`src/rtl/fp_pkg.sv`:
```
// Shared types and helpers for the sequential FP multiplier.
// Special-value builders return a wide word; callers truncate to W.
package fp_pkg;

    typedef enum logic [2:0] {
        S_IDLE,
        S_UNPACK,
        S_MULT,
        S_NORM,
        S_ROUND
    } state_t;

    localparam int MAX_W = 64;

    function automatic int bias_of(int exp_w);
        return (1 << (exp_w - 1)) - 1;
    endfunction

    function automatic int word_w(int exp_w, int man_w);
        return 1 + exp_w + man_w;
    endfunction

    function automatic logic [MAX_W-1:0] fp_nan(int exp_w, int man_w);
        return (((64'd1 << exp_w) - 64'd1) << man_w)
             | (64'd1 << (man_w - 1));
    endfunction

    function automatic logic [MAX_W-1:0] fp_inf(logic s, int exp_w,
                                                int man_w);
        return (64'(s) << (exp_w + man_w))
             | (((64'd1 << exp_w) - 64'd1) << man_w);
    endfunction

    function automatic logic [MAX_W-1:0] fp_zero(logic s, int exp_w,
                                                 int man_w);
        return 64'(s) << (exp_w + man_w);
    endfunction

endpackage

```
`src/rtl/fp_mul_seq_mant.sv`:
```
// Radix-2 shift-add mantissa multiplier, one multiplier bit per cycle.
// done pulses one cycle after the final partial product is accumulated.
module mant_mult_seq #(
    parameter int N = 24
) (
    input  logic           clk,
    input  logic           rst,
    input  logic           load,
    input  logic [N-1:0]   a,
    input  logic [N-1:0]   b,
    output logic [2*N-1:0] prod,
    output logic           done
);

    localparam int CW = $clog2(N + 1);

    logic [2*N-1:0] mcand;
    logic [N-1:0]   mplier;
    logic [CW-1:0]  cnt;
    logic           run;

    always_ff @(posedge clk or posedge rst) begin
        if (rst) begin
            mcand  <= '0;
            mplier <= '0;
            prod   <= '0;
            cnt    <= '0;
            run    <= 1'b0;
            done   <= 1'b0;
        end else begin
            done <= 1'b0;
            if (load) begin
                mcand  <= {{N{1'b0}}, a};
                mplier <= b;
                prod   <= '0;
                cnt    <= CW'(N);
                run    <= 1'b1;
            end else if (run) begin
                if (mplier[0])
                    prod <= prod + mcand;
                mcand  <= mcand << 1;
                mplier <= mplier >> 1;
                cnt    <= cnt - CW'(1);
                if (cnt == CW'(1)) begin
                    run  <= 1'b0;
                    done <= 1'b1;
                end
            end
        end
    end

endmodule

```
`src/rtl/fp_mul_seq.sv`:
```
// Sequential IEEE-754-style multiplier: unpack, shift-add multiply,
// normalise, round-to-nearest-even, pack, with zero/inf/NaN handling.
module fp_mul_seq
    import fp_pkg::*;
#(
    parameter int EXP_W = 8,
    parameter int MAN_W = 23
) (
    input  logic                         clk,
    input  logic                         rst,
    input  logic                         mul_start,
    input  logic [word_w(EXP_W,MAN_W)-1:0] op1,
    input  logic [word_w(EXP_W,MAN_W)-1:0] op2,
    output logic [word_w(EXP_W,MAN_W)-1:0] mul_result,
    output logic                         mul_done,
    output logic                         mul_busy,
    output logic                         mul_overflow,
    output logic                         mul_underflow,
    output logic                         mul_invalid
);

    localparam int W  = word_w(EXP_W, MAN_W);
    localparam int N  = MAN_W + 1;
    localparam int PW = 2 * N;
    localparam int EW = EXP_W + 2;
    localparam logic signed [EW-1:0] BIAS = EW'(bias_of(EXP_W));
    localparam logic signed [EW-1:0] EMAX = EW'((1 << EXP_W) - 1);

    state_t state, state_nx;

    logic [W-1:0]           a_q, b_q, spec_res_q;
    logic                   sign_q, spec_q, spec_inv_q;
    logic signed [EW-1:0]   exp_q;
    logic [MAN_W-1:0]       frac_q;
    logic                   guard_q, sticky_q;

    logic [EXP_W-1:0]       e1, e2;
    logic [MAN_W-1:0]       f1, f2;
    logic                   nan1, nan2, inf1, inf2, zero1, zero2;
    logic                   sign_c, invalid_c, spec_c;
    logic [W-1:0]           spec_res_c;
    logic signed [EW-1:0]   exp_sum_c;

    logic [PW-1:0]          prod;
    logic                   mult_done, mult_load;
    logic [PW-2:0]          sh_c;

    logic                   inc_c;
    logic [MAN_W:0]         rsum_c;
    logic signed [EW-1:0]   exp_r_c;

    assign e1 = a_q[W-2:MAN_W];
    assign e2 = b_q[W-2:MAN_W];
    assign f1 = a_q[MAN_W-1:0];
    assign f2 = b_q[MAN_W-1:0];

    always_comb begin
        nan1      = (&e1) & (|f1);
        nan2      = (&e2) & (|f2);
        inf1      = (&e1) & ~(|f1);
        inf2      = (&e2) & ~(|f2);
        zero1     = ~(|e1);
        zero2     = ~(|e2);
        sign_c    = a_q[W-1] ^ b_q[W-1];
        invalid_c = nan1 | nan2 | (zero1 & inf2) | (inf1 & zero2);
        spec_c    = invalid_c | inf1 | inf2 | zero1 | zero2;
        exp_sum_c = $signed({2'b00, e1}) + $signed({2'b00, e2}) - BIAS;
        if (invalid_c)
            spec_res_c = W'(fp_nan(EXP_W, MAN_W));
        else if (inf1 | inf2)
            spec_res_c = W'(fp_inf(sign_c, EXP_W, MAN_W));
        else
            spec_res_c = W'(fp_zero(sign_c, EXP_W, MAN_W));
    end

    assign mult_load = (state == S_UNPACK) && !spec_c;

    mant_mult_seq #(.N(N)) u_mant (
        .clk  (clk),
        .rst  (rst),
        .load (mult_load),
        .a    ({1'b1, f1}),
        .b    ({1'b1, f2}),
        .prod (prod),
        .done (mult_done)
    );

    // Align the leading one to bit PW-1 so fraction/guard/sticky taps are fixed.
    assign sh_c = prod[PW-1] ? prod[PW-2:0] : {prod[PW-3:0], 1'b0};

    always_comb begin
        inc_c   = guard_q & (sticky_q | frac_q[0]);
        rsum_c  = {1'b0, frac_q} + {{MAN_W{1'b0}}, inc_c};
        exp_r_c = exp_q + $signed({{(EW-1){1'b0}}, rsum_c[MAN_W]});
    end

    always_ff @(posedge clk or posedge rst) begin
        if (rst)
            state <= S_IDLE;
        else
            state <= state_nx;
    end

    always_comb begin
        state_nx = state;
        unique case (state)
            S_IDLE:   if (mul_start) state_nx = S_UNPACK;
            S_UNPACK: state_nx = spec_c ? S_ROUND : S_MULT;
            S_MULT:   if (mult_done) state_nx = S_NORM;
            S_NORM:   state_nx = S_ROUND;
            S_ROUND:  state_nx = S_IDLE;
            default:  state_nx = S_IDLE;
        endcase
    end

    assign mul_busy = (state != S_IDLE) | mul_done;

    always_ff @(posedge clk or posedge rst) begin
        if (rst) begin
            a_q           <= '0;
            b_q           <= '0;
            spec_res_q    <= '0;
            sign_q        <= 1'b0;
            spec_q        <= 1'b0;
            spec_inv_q    <= 1'b0;
            exp_q         <= '0;
            frac_q        <= '0;
            guard_q       <= 1'b0;
            sticky_q      <= 1'b0;
            mul_result    <= '0;
            mul_done      <= 1'b0;
            mul_overflow  <= 1'b0;
            mul_underflow <= 1'b0;
            mul_invalid   <= 1'b0;
        end else begin
            mul_done <= 1'b0;
            unique case (state)
                S_IDLE: begin
                    if (mul_start) begin
                        a_q <= op1;
                        b_q <= op2;
                    end
                end
                S_UNPACK: begin
                    sign_q     <= sign_c;
                    spec_q     <= spec_c;
                    spec_inv_q <= invalid_c;
                    spec_res_q <= spec_res_c;
                    exp_q      <= exp_sum_c;
                end
                S_NORM: begin
                    frac_q   <= sh_c[PW-2 -: MAN_W];
                    guard_q  <= sh_c[PW-2-MAN_W];
                    sticky_q <= |sh_c[PW-3-MAN_W:0];
                    if (prod[PW-1])
                        exp_q <= exp_q + EW'(1);
                end
                S_ROUND: begin
                    mul_done      <= 1'b1;
                    mul_overflow  <= 1'b0;
                    mul_underflow <= 1'b0;
                    mul_invalid   <= 1'b0;
                    if (spec_q) begin
                        mul_result  <= spec_res_q;
                        mul_invalid <= spec_inv_q;
                    end else if (exp_r_c >= EMAX) begin
                        mul_result   <= W'(fp_inf(sign_q, EXP_W, MAN_W));
                        mul_overflow <= 1'b1;
                    end else if (exp_r_c <= 0) begin
                        mul_result    <= W'(fp_zero(sign_q, EXP_W, MAN_W));
                        mul_underflow <= 1'b1;
                    end else begin
                        mul_result <= {sign_q, exp_r_c[EXP_W-1:0],
                                       rsum_c[MAN_W-1:0]};
                    end
                end
                default: ;
            endcase
        end
    end

endmodule
```
`config.mk`:
```
export PLATFORM = sky130hd
export DESIGN_NAME = fp_mul_seq
export DESIGN_NICKNAME = d
export VERILOG_FILES = /design/src/rtl/fp_pkg.sv /design/src/rtl/fp_mul_seq_mant.sv /design/src/rtl/fp_mul_seq.sv
export SDC_FILE = /design/constraint.sdc
export NUM_CORES = 1
export LEC_CHECK = 0
export ABC_AREA = 1
export CORE_MARGIN = 2
export CORE_UTILIZATION = 35
export DETAILED_ROUTE_END_ITERATION = 10
export PLACE_DENSITY = 0.58
export SYNTH_ARGS = -nofsm -noshare
export SYNTH_HDL_FRONTEND = slang
export SYNTH_HIERARCHICAL = 1
export SYNTH_SLANG_ARGS = --single-unit
```
`constraint.sdc`:
```
create_clock -name clk -period 5.43 [get_ports clk]
set_input_delay 1.3575 -clock clk [delete_from_list [all_inputs] [get_ports clk]]
set_output_delay 1.3575 -clock clk [all_outputs]
set_load 0.03 [all_outputs]
```
==> run summary, run 1 <==
Vias/cell - 4.914
Total Power - 10.78 mW
Fin worst setup slack - 1.595 ns
Worst min path class - reg -> reg
Number of global-route vias before repair - 14309
Post-synth ARST share - 100.0%
Initial Utilization - 35.27%
Setup bufs post-CTS - 0
CTS Hold Bufs - 0
Fin nets - 2499
DRT antenna net count - 0
EDFF count, synth - 0
CP Capture Type - flip-flop
Req. time, crit path - 5.87 ns
Final Hold Fails - 0
GPL Wtd Cong - 0.9122
First-pass iteration count of the detailed router - 8
I/O Buffers - 103
Die extent in y - 222.9 µm
Core area - 0.04755 mm²
Routed WL - 45.76 mm
Startpoint Class - flip-flop
Post-Route Setup TNS - 0 ns
Grt ovf - 0
Slew @ Worst Pin - 1.107 ns
Placed Cells incl. Taps - 2943
Flop2flop setup slack - 1.60 ns
YS warnings - 6
Most area-hungry cell type in the Yosys netlist - dfrtp_1
Synthesized instance count - 2273
Layout cells sized above 1 - 9.236%
Max FO, Critical Path - 19
Global-route wire length before repair - 75.30 mm
VDD IR max - 0.3297 mV
All-Layer GR Usage - 18.60%
Critical path class - reg -> reg
Critical Path AT - 4.28 ns
Count of unique library cells instantiated by Yosys - 56
Via Count - 14726
Initial drt markers - 1115
CTS Buf Count - 30
Clock slew at reported path FFs - 0.06 ns
Area contributors post-synth - dfrtp_1 40%, nand2_1 17%, inv_1 7.7%
Clk buf depth - 3
Die W - 222.9 µm
Run status - complete, no violations
Wire length per cell - 15.27 µm
RSZ-0062 raised after global routing - false
Tmin final - 3.835 ns
DRC Markers - 0
Max-slew violation count - 0
CTS tree - built
Synth top area share - 40.29%
# resized after CTS - 0
FMAX - 260.8 MHz
Top Ports - 104
Normalized max-slew margin - 26.20%
Synth-to-layout area growth - 15.65%
Detailed Place HPWL - 35.13 mm
Clock sink total - 270
Register area share after synthesis - 40.29%
Post-route insts no fill - 2997
Clock Skews - 0.01640 ns
Clk_lat worst skew - 0.58 ns
Yosys reg bits - 270
CTS root buffer - clkbuf_16
Diodes inserted - 0
Pre-CTS setup slack - 1.612 ns
Synth Flop Type - dfrtp_1
Lkg Pwr - 9.743 nW
Max_cap viols - 0
Mapped Area - 0.01677 mm²
Fillcell total - 4898
Die area - 0.04968 mm²
Pin count of the biggest net entering global routing - 124
Initial antenna violation count - 0
Syn_area_per_cell - 7.378 µm²
Core Rows - 80
PD cells - 555.8 mW/mm²
H-Tree Level Count - 1
Tcrit/Tclk final - 70.62%
Final setup fails - 0
==> synth_stat cells (4+ instances only) <==
master / instances
a21o_1: 5
a21oi_1: 70
a31oi_1: 28
buf_1: 5
buf_2: 18
clkbuf_1: 31
dfrtp_1: 270
ha_1: 70
inv_1: 342
inv_2: 16
mux2_2: 52
nand2_1: 762
nand2_2: 13
nand2_4: 4
nand3_1: 115
nand3_2: 8
nand3b_1: 5
nand4_1: 31
nor2_1: 152
nor2_2: 35
nor2_4: 5
nor3_1: 19
nor3_2: 4
nor4_1: 14
o211ai_1: 5
o21a_1: 4
o21ai_0: 58
o21ai_1: 8
o21ai_2: 11
o21bai_1: 4
o221ai_1: 23
o22ai_1: 25
or2_2: 6
xor2_1: 18
==> area by class of cell <==
type	instances	area, µm²	area share, %
clock buffers	44	873.3	4.503
clock inverters	10	142.6	0.7354
inverters	361	1370	7.064
multi-input cells	1585	8373	43.17
flip-flops and latches	270	6756	34.83
well taps	615	769.5	3.967
repair buffers	112	1111	5.728
==> kinds of logic after synthesis <==
family,synth area share [%]
simple gates,30.34
buf+inv,9.930
flops,40.29
compound gates,9.370
fa+ha+maj,5.461
mux,3.491
xor+xnor,1.097
other cells,0.02236
==> metal layers <==
| metal | track usage [%] | share of wire, % | vias up |
|---|---|---|---|
| met1 | 26.11 | 48 | 6896 |
| li1 | - | - | 7425 |
| met4 | 5.477 | 3.1 | 0 |
| met2 | 30.27 | 45 | 325 |
| met3 | 2.081 | 3.7 | 80 |
| met5 | 0 | 0 | - |
==> state kept, by name, indices dropped and copies added, names as in the netlist, 3 cells and up <==
signal / cells
u_mant/mcand: 48
u_mant/prod: 48
a_q: 32
b_q: 32
mul_result: 32
u_mant/mplier: 24
frac_q: 23
exp_q: 10
u_mant/cnt: 5
spec_res_q: 3
state: 3
==> metrics by stage <==
step	hold WS (ns)	utilization, %	area (µm²)
global placement	0.4618	38.66	18380
floorplan	0.4422	-	16770
finish	0.4767	40.79	19400
global route	0.5024	40.79	19400
CTS	0.4764	40.79	19400
detailed placement	0.4663	38.66	18380
==> cells in the final DEF, fill, tap and decap left out, drive strengths merged, types with 5 or more instances in the layout <==
cell type / instances
a21o: 5
a21oi: 71
a31oi: 28
buf: 9
clkbuf: 44
clkdlybuf4s50: 103
clkinv: 7
dfrtp: 270
ha: 70
inv: 360
mux2: 52
nand2: 780
nand3: 123
nand3b: 5
nand4: 31
nor2: 194
nor3: 24
nor4: 14
o211ai: 5
o21ai: 77
o221ai: 23
o22ai: 25
or2: 6
xor2: 18
==> power breakdown <==
part | switching (mW) | leakage [nW] | internal, mW
Sequential | 0.752 | 3.40 | 2.86
Clock | 0.854 | 0.498 | 1.25
Combinational | 3.19 | 5.85 | 1.87
Total | 4.80 | 9.74 | 5.98
==> critical path: stages, from the launching register on <==
cell and delay, ns:
dfrtp_1 0.36, o21a_1 0.13, ha_1 0.22, nand2_1 0.07
nor2_1 0.17, nand3_1 0.16, nor3_1 0.23, nand2_1 0.11
nor2_1 0.12, nand3_1 0.08, nor3b_1 0.38, ha_1 0.30
ha_1 0.20, nand2_1 0.14, nor2_4 0.17, nand2_1 0.09
nand2_1 0.07, nand2_1 0.04, nor2_1 0.09, nand2_1 0.07
nand2_1 0.11, nand2_4 0.10, nand2_8 0.17, o21ai_0 0.11
==> worst paths after layout <==
kind | from | endpoint | depth (start not counted)
setup / recovery | guard_q | mul_result[16] | 23
hold / removal | u_mant/mplier[3] | u_mant/mplier[2] | 2
setup reg to reg | guard_q | mul_result[16] | 23
hold reg to reg | u_mant/mplier[3] | u_mant/mplier[2] | 2
max in group asynchronous | rst | a_q[12] | 3
min in group asynchronous | rst | u_mant/prod[47] | 2
Power figures use the tool's default switching activity.
==> inputs of run 2 (changes only) <==
--- a/config.mk
+++ b/config.mk
@@ -9,7 +9,7 @@
 export CORE_MARGIN = 2
 export CORE_UTILIZATION = 35
 export DETAILED_ROUTE_END_ITERATION = 10
-export PLACE_DENSITY = 0.58
+export PLACE_DENSITY = 0.56
 export SYNTH_ARGS = -nofsm -noshare
 export SYNTH_HDL_FRONTEND = slang
 export SYNTH_HIERARCHICAL = 1
==> constraint.sdc (replaced) <==
create_clock -name clk -period 3.9 [get_ports clk]
set_input_delay 0.975 -clock clk [delete_from_list [all_inputs] [get_ports clk]]
set_output_delay 0.975 -clock clk [all_outputs]
set_load 0.03 [all_outputs]
==> run 2 against run 1 <==
  * Combinational power is 41% higher
  * Clock power is 43% higher
  * Core utilization increased by 0.38 points
  * Maximum frequency up 6.9%
  * Routed wire length is 1.2% lower
  * Sequential share of layout area decreased by 0.33 points
  * Die area is the same
  * Worst hold slack better by 0.0037 ns
  * Power is 41% higher
  * Register-to-register slack got worse by 1.3 ns
  * Final area up 0.94%
  * Critical endpoint is now mul_result[5]
  * Highest routed layer unchanged
==> run summary, run 2 (synthesis gave the netlist of run 1 again) <==
Run status - complete, no violations
Fraction of power consumed by sequential logic - 33.2% (-0.3 points)
Detailed Place HPWL - 34.76 mm (-1.1%)
Grt ovf - 0 (unchanged)
Core Util, Final - 41.18% (+0.38 points)
Worst r2r path cells - 23 (unchanged)
CP dominant cell by count - nand2_1
Lkg Pwr - 9.830 nW (+0.89%)
CTS tree - built
Clk_lat worst skew - 0.60 ns (+0.02 ns)
DRT antenna net count - 0 (unchanged)
Hold path depth - 2 (unchanged)
Tmin final - 3.588 ns (-0.2468 ns)
Number of global-route vias before repair - 14112 (-1.4%)
Worst reg2reg path startpoint - sticky_q
DRC Markers - 0 (unchanged)
Synth-to-layout area growth - 16.74%
Die area - 0.04968 mm² (unchanged)
Comb pwr share - 46.9% (about the same)
Max-slew violation count - 0 (unchanged)
H-Tree Level Count - 1 (unchanged)
Initial drt markers - 966 (-13%)
VDD IR max - 0.5312 mV (+61%)
Layout cells sized above 1 - 10.03% (+0.79 points)
FF/Latch Area - 0.006756 mm² (unchanged)
I/O Buffers - 103 (unchanged)
Multi-input gate area - 0.008426 mm² (+0.63%)
PD cells - 773.9 mW/mm² (+39%)
Clk buf depth - 3 (unchanged)
GPL Wtd Cong - 0.9255 (+1.5%)
Die extent in y - 222.9 µm (unchanged)
CP Cell Sequence - o21a_1 > ha_2 > nand2_1 > nor2_2 > nand3_2 > nor3_2 > nand2_1 > nor2_1 > nand3_1 > nor3b_4 > ha_4 > ha_1 > nand2_2 > nor2_4 > nand2_1 > nand2_1 > nand2_1 > nor2_2 > nand3_2 > nand2_4 > inv_8 > nand2_4 > o21ai_2
Slew @ Worst Pin - 0.9013 ns (-0.2057 ns)
CTS root buffer - clkbuf_16
Wire length per cell - 15.02 µm (-1.6%)
Clock sink total - 270 (unchanged)
Core area - 0.04755 mm² (unchanged)
Initial Utilization - 35.27% (unchanged)
Most frequent cells in the layout - 761 x nand2_1, 340 x inv_1, 270 x dfrtp_1, 150 x nor2_1, 113 x nand3_1
Final setup fails - 0 (unchanged)
Crit-path slowest cell - dfrtp_1
Crit-path max cell delay - 0.37 ns (about the same)
Normalized max-slew margin - 39.91% (+14 points)
Vias/cell - 4.847 (-1.3%)
Via Count - 14586 (-0.95%)
Fillcell total - 4923 (+0.51%)
Die W - 222.9 µm (unchanged)
Power share of the clock group - 19.9% (+0.4 points)
Critical Path AT - 4.04 ns (-0.24 ns)
Max_cap viols - 0 (unchanged)
Req. time, crit path - 4.35 ns (-1.52 ns)
Fin nets - 2509 (+0.40%)
Top Ports - 104 (unchanged)
Diodes inserted - 0 (unchanged)
Clock slew at reported path FFs - 0.06 ns (about the same)
Flop2flop setup slack - 0.31 ns (-1.28 ns)
Max FO, Critical Path - 11 (-8)
First-pass iteration count of the detailed router - 5 (-3)
Core Rows - 80 (unchanged)
Int Power - 8.437 mW (+41%)
Critical path class - reg -> reg
CTS Buf Count - 30 (unchanged)
CP Capture Type - flip-flop
All-Layer GR Usage - 18.33% (-0.27 points)
Crit path to - mul_result[5]
CP Launch Point - sticky_q
NetSw - 6.716 mW (+40%)
Pin count of the biggest net entering global routing - 144 (+16%)
Routed WL - 45.19 mm (-1.2%)
Startpoint Class - flip-flop
Global-route wire length before repair - 74.46 mm (-1.1%)
Most common cell after layout, fill and taps aside - nand2_1
FMAX - 278.7 MHz (+6.9%)
Final Hold Fails - 0 (unchanged)
Clock Skews - 0.03909 ns (+0.02268 ns)
Total Power - 15.15 mW (+41%)
CTS Hold Bufs - 0 (unchanged)
Tcrit/Tclk final - 92.00% (+21 points)
Initial antenna violation count - 0 (unchanged)
Worst min path class - reg -> reg
Switch share - 44.32% (-0.22 points)
R2R Path End - mul_result[5]
Largest regs - u_mant/mcand (48), u_mant/prod (48)
-- run 2: repair_timing --
action / in CTS / in global routing
endpoints found under the setup margin: 0 / 33
resized for setup: 0 / 9
buffers inserted: 0 / 3
-- run 2: area by class of cell --
cell class / instances / area share (%)
Multi-Input combinational cell: 1586 / 43.03
Timing Repair Buffer: 121 / 6.084
Clock inverter: 16 / 1.214
Inverter: 361 / 6.998
Tap cell: 615 / 3.930
Sequential cell: 270 / 34.51
Clock buffer: 40 / 4.231
-- run 2: power groups by stage --
stage	Clock (mW)	Combinational (mW)	Sequential (mW)
2_1_floorplan	0	5.13	4.94
6_report	3.01	7.11	5.03
3_5_place_dp	0	7.10	5.07
3_3_place_gp	0	7.01	5.04
5_1_grt	3.21	8.04	5.22
4_1_cts	3.09	7.12	5.03
-- run 2: through the flow --
step | hold WS, ns | cell area, µm² | setup slack (ns) | setup TNS (ns) | instances
floorplan | 0.4422 | 16780 | 0.7081 | 0 | 2274
global placement | 0.4612 | 18440 | 0.1513 | 0 | 2949
detailed placement | 0.4660 | 18440 | 0.05945 | 0 | 2949
CTS | 0.4814 | 19500 | 0.05569 | 0 | 3005
global route | 0.5091 | 19580 | -0.08812 | -1.384 | 3009
finish | 0.4804 | 19580 | 0.3119 | 0 | 3009
-- run 2: how the worst min path moves through the flow --
stage,start,end
final,mul_result[11],mul_result[11]
after global routing,u_mant/mplier[8],u_mant/mplier[7]
after CTS,u_mant/mplier[4],u_mant/mplier[3]
after detailed placement,u_mant/mplier[4],u_mant/mplier[3]
after global placement,u_mant/mplier[4],u_mant/mplier[3]
after floorplan,sign_q,sign_q
-- run 2: critical path: cells and delay by family, from the launching register on --
family | cells | cell delay [ns]
AND/OR/NAND/NOR | 17 | 2.23
adder cells (fa/ha/maj) | 3 | 0.59
flip-flops | 1 | 0.37
AO/OA/AOI/OAI | 2 | 0.21
buffers and inverters | 1 | 0.06
-- run 2: layer usage --
metal | up-vias | global-route usage (%) | routed length, µm
met1 | 6811 | 26.01 | 21850
met2 | 262 | 30.12 | 20670
met3 | 54 | 2.120 | 1700
li1 | 7459 | - | -
met5 | - | 0 | 0
met4 | 0 | 3.962 | 969
==> RTL change (settings of run 2) <==
`MAN_W`: 23 -> 19.
--- a/src/rtl/fp_mul_seq.sv
+++ b/src/rtl/fp_mul_seq.sv
@@ -4,7 +4,7 @@
     import fp_pkg::*;
 #(
     parameter int EXP_W = 8,
-    parameter int MAN_W = 23
+    parameter int MAN_W = 19
 ) (
     input  logic                         clk,
     input  logic                         rst,
Interface: changed (resized mul_result, op1 and op2); port bits go from 104 to 92. No check against the original RTL was run, so the function may have changed too.
==> RTL change against run 2 <==
  * Worst setup slack better by 0.062 ns
  * Synthesized area down 16%
  * Design area is 15% lower
  * First-iteration DRC count fell by 25%
  * Power down 12%
  * Sequential cell count is 36 lower
  * Wire length fell by 19%
  * Critical path depth unchanged
  * Final cell count down 15%
  * Largest cell class unchanged
==> RTL change: results (changes against run 2) <==
| Metric | Value |
|---|---|
| End of the critical path | `mul_result[11]` |
| NonClk Buf Share | `6.61% (+0.53 points)` |
| Post-route cell area | `16700 µm² (-15%)` |
| Clk cell area share | `5.82% (+0.38 points)` |
| Routed wire per std cell | `14.3 µm (-5.0%)` |
| Crit path max fanout | `19 (+8)` |
| Largest net degree at the start of global routing | `86 (-40%)` |
| GRT met1 Usage | `23.7% (-2.3 points)` |
| Detailed Place HPWL | `28.0 mm (-20%)` |
| Share of cells above drive strength 1 | `8.67% (-1.4 points)` |
| Port Buffers | `91 (-12%)` |
| Placed cell count | `2514 (-15%)` |
| LEAKAGE | `8.37 nW (-15%)` |
| Total CTS buffers | `27 (-10%)` |
| Comb_multi_in | `1370 (-14%)` |
| Worst hold start | `u_mant/mplier[7]` |
| Outcome | `completed` |
| Met2 Usage GRT | `29.8% (-0.33 points)` |
| First-pass GRT wire length | `60.9 mm (-18%)` |
| Synthesized area | `14200 µm² (-16%)` |
| Seq/total area | `35.0% (+0.50 points)` |
| Resized cells post-CTS | `1 (+1)` |
| RD Place Congestion | `0.930 (+0.50%)` |
| Avg Inst Size Synth | `7.34 µm² (-0.57%)` |
| Non-clock inverters | `275 (-24%)` |
| Seq/Total Area, Yosys | `41.3% (+1.0 points)` |
| Total Wirelength | `36.6 mm (-19%)` |
| Non-clock buffers | `112 (-7.4%)` |
| Fin Hold WS | `0.475 ns (-0.00579 ns)` |
| Multi-input gate share of total cell area | `42.4% (-0.62 points)` |
| Seq pwr share | `32.3% (-0.9 points)` |
| Post-synthesis mux area share | `2.22% (-1.3 points)` |
| Min Tclk post-route | `3.53 ns (-0.0622 ns)` |
| Crit. Startpoint | `frac_q[0]` |
| M1 WL | `17.3 mm (-21%)` |
| Most common library cells after synthesis | `605 x nand2_1, 269 x inv_1, 234 x dfrtp_1, 197 x nor2_1, 110 x nand3_1` |
| Synth Area in Compound Gates | `9.48% (+0.11 points)` |
| Worst Path Arrival | `3.96 ns (-0.08 ns)` |
| Clock latency on the worst-skew pair | `0.55 ns (-0.05 ns)` |
| Grt met3 use | `2.53% (+0.41 points)` |
| Synth area leaders | `dfrtp_1 41%, nand2_1 16%, inv_1 7.1%` |
| WL met2 | `16.8 mm (-19%)` |
| Length of routed met3 wiring | `1.40 mm (-17%)` |
| Layout Skew | `0.0140 ns (-0.0251 ns)` |
## RTL change: changes by cell type in the layout (fill, tap and decap cells not counted), sizes merged, moves of 7 or more
cell / delta
nand2: -156
clkbuf: -10
inv: -84
nor2: +17
clkdlybuf4s50: -12
nand3: +7
dfrtp: -36
ha: -8
nor4: -9
o21ai: -12
a31oi: -8
mux2: -25
a21oi: +8
## RTL change: worst register-to-register path, stage by stage (launching register included)
cell and delay [ns]:
dfrtp_1 0.38, o21a_1 0.13, ha_1 0.20, nand3_1 0.11, inv_1 0.12, nand2_1 0.10, nor2_2 0.14, nand3_1 0.13
nor2_1 0.15, nand4_1 0.11, nor3_2 0.19, ha_1 0.23, ha_1 0.23, buf_4 0.15, nand3_1 0.10, nor2_1 0.17
nand2_1 0.08, nand2_2 0.09, nand2_2 0.07, nor2_4 0.15, a21oi_4 0.08, buf_12 0.16, nand3_1 0.08, nand2_1 0.06
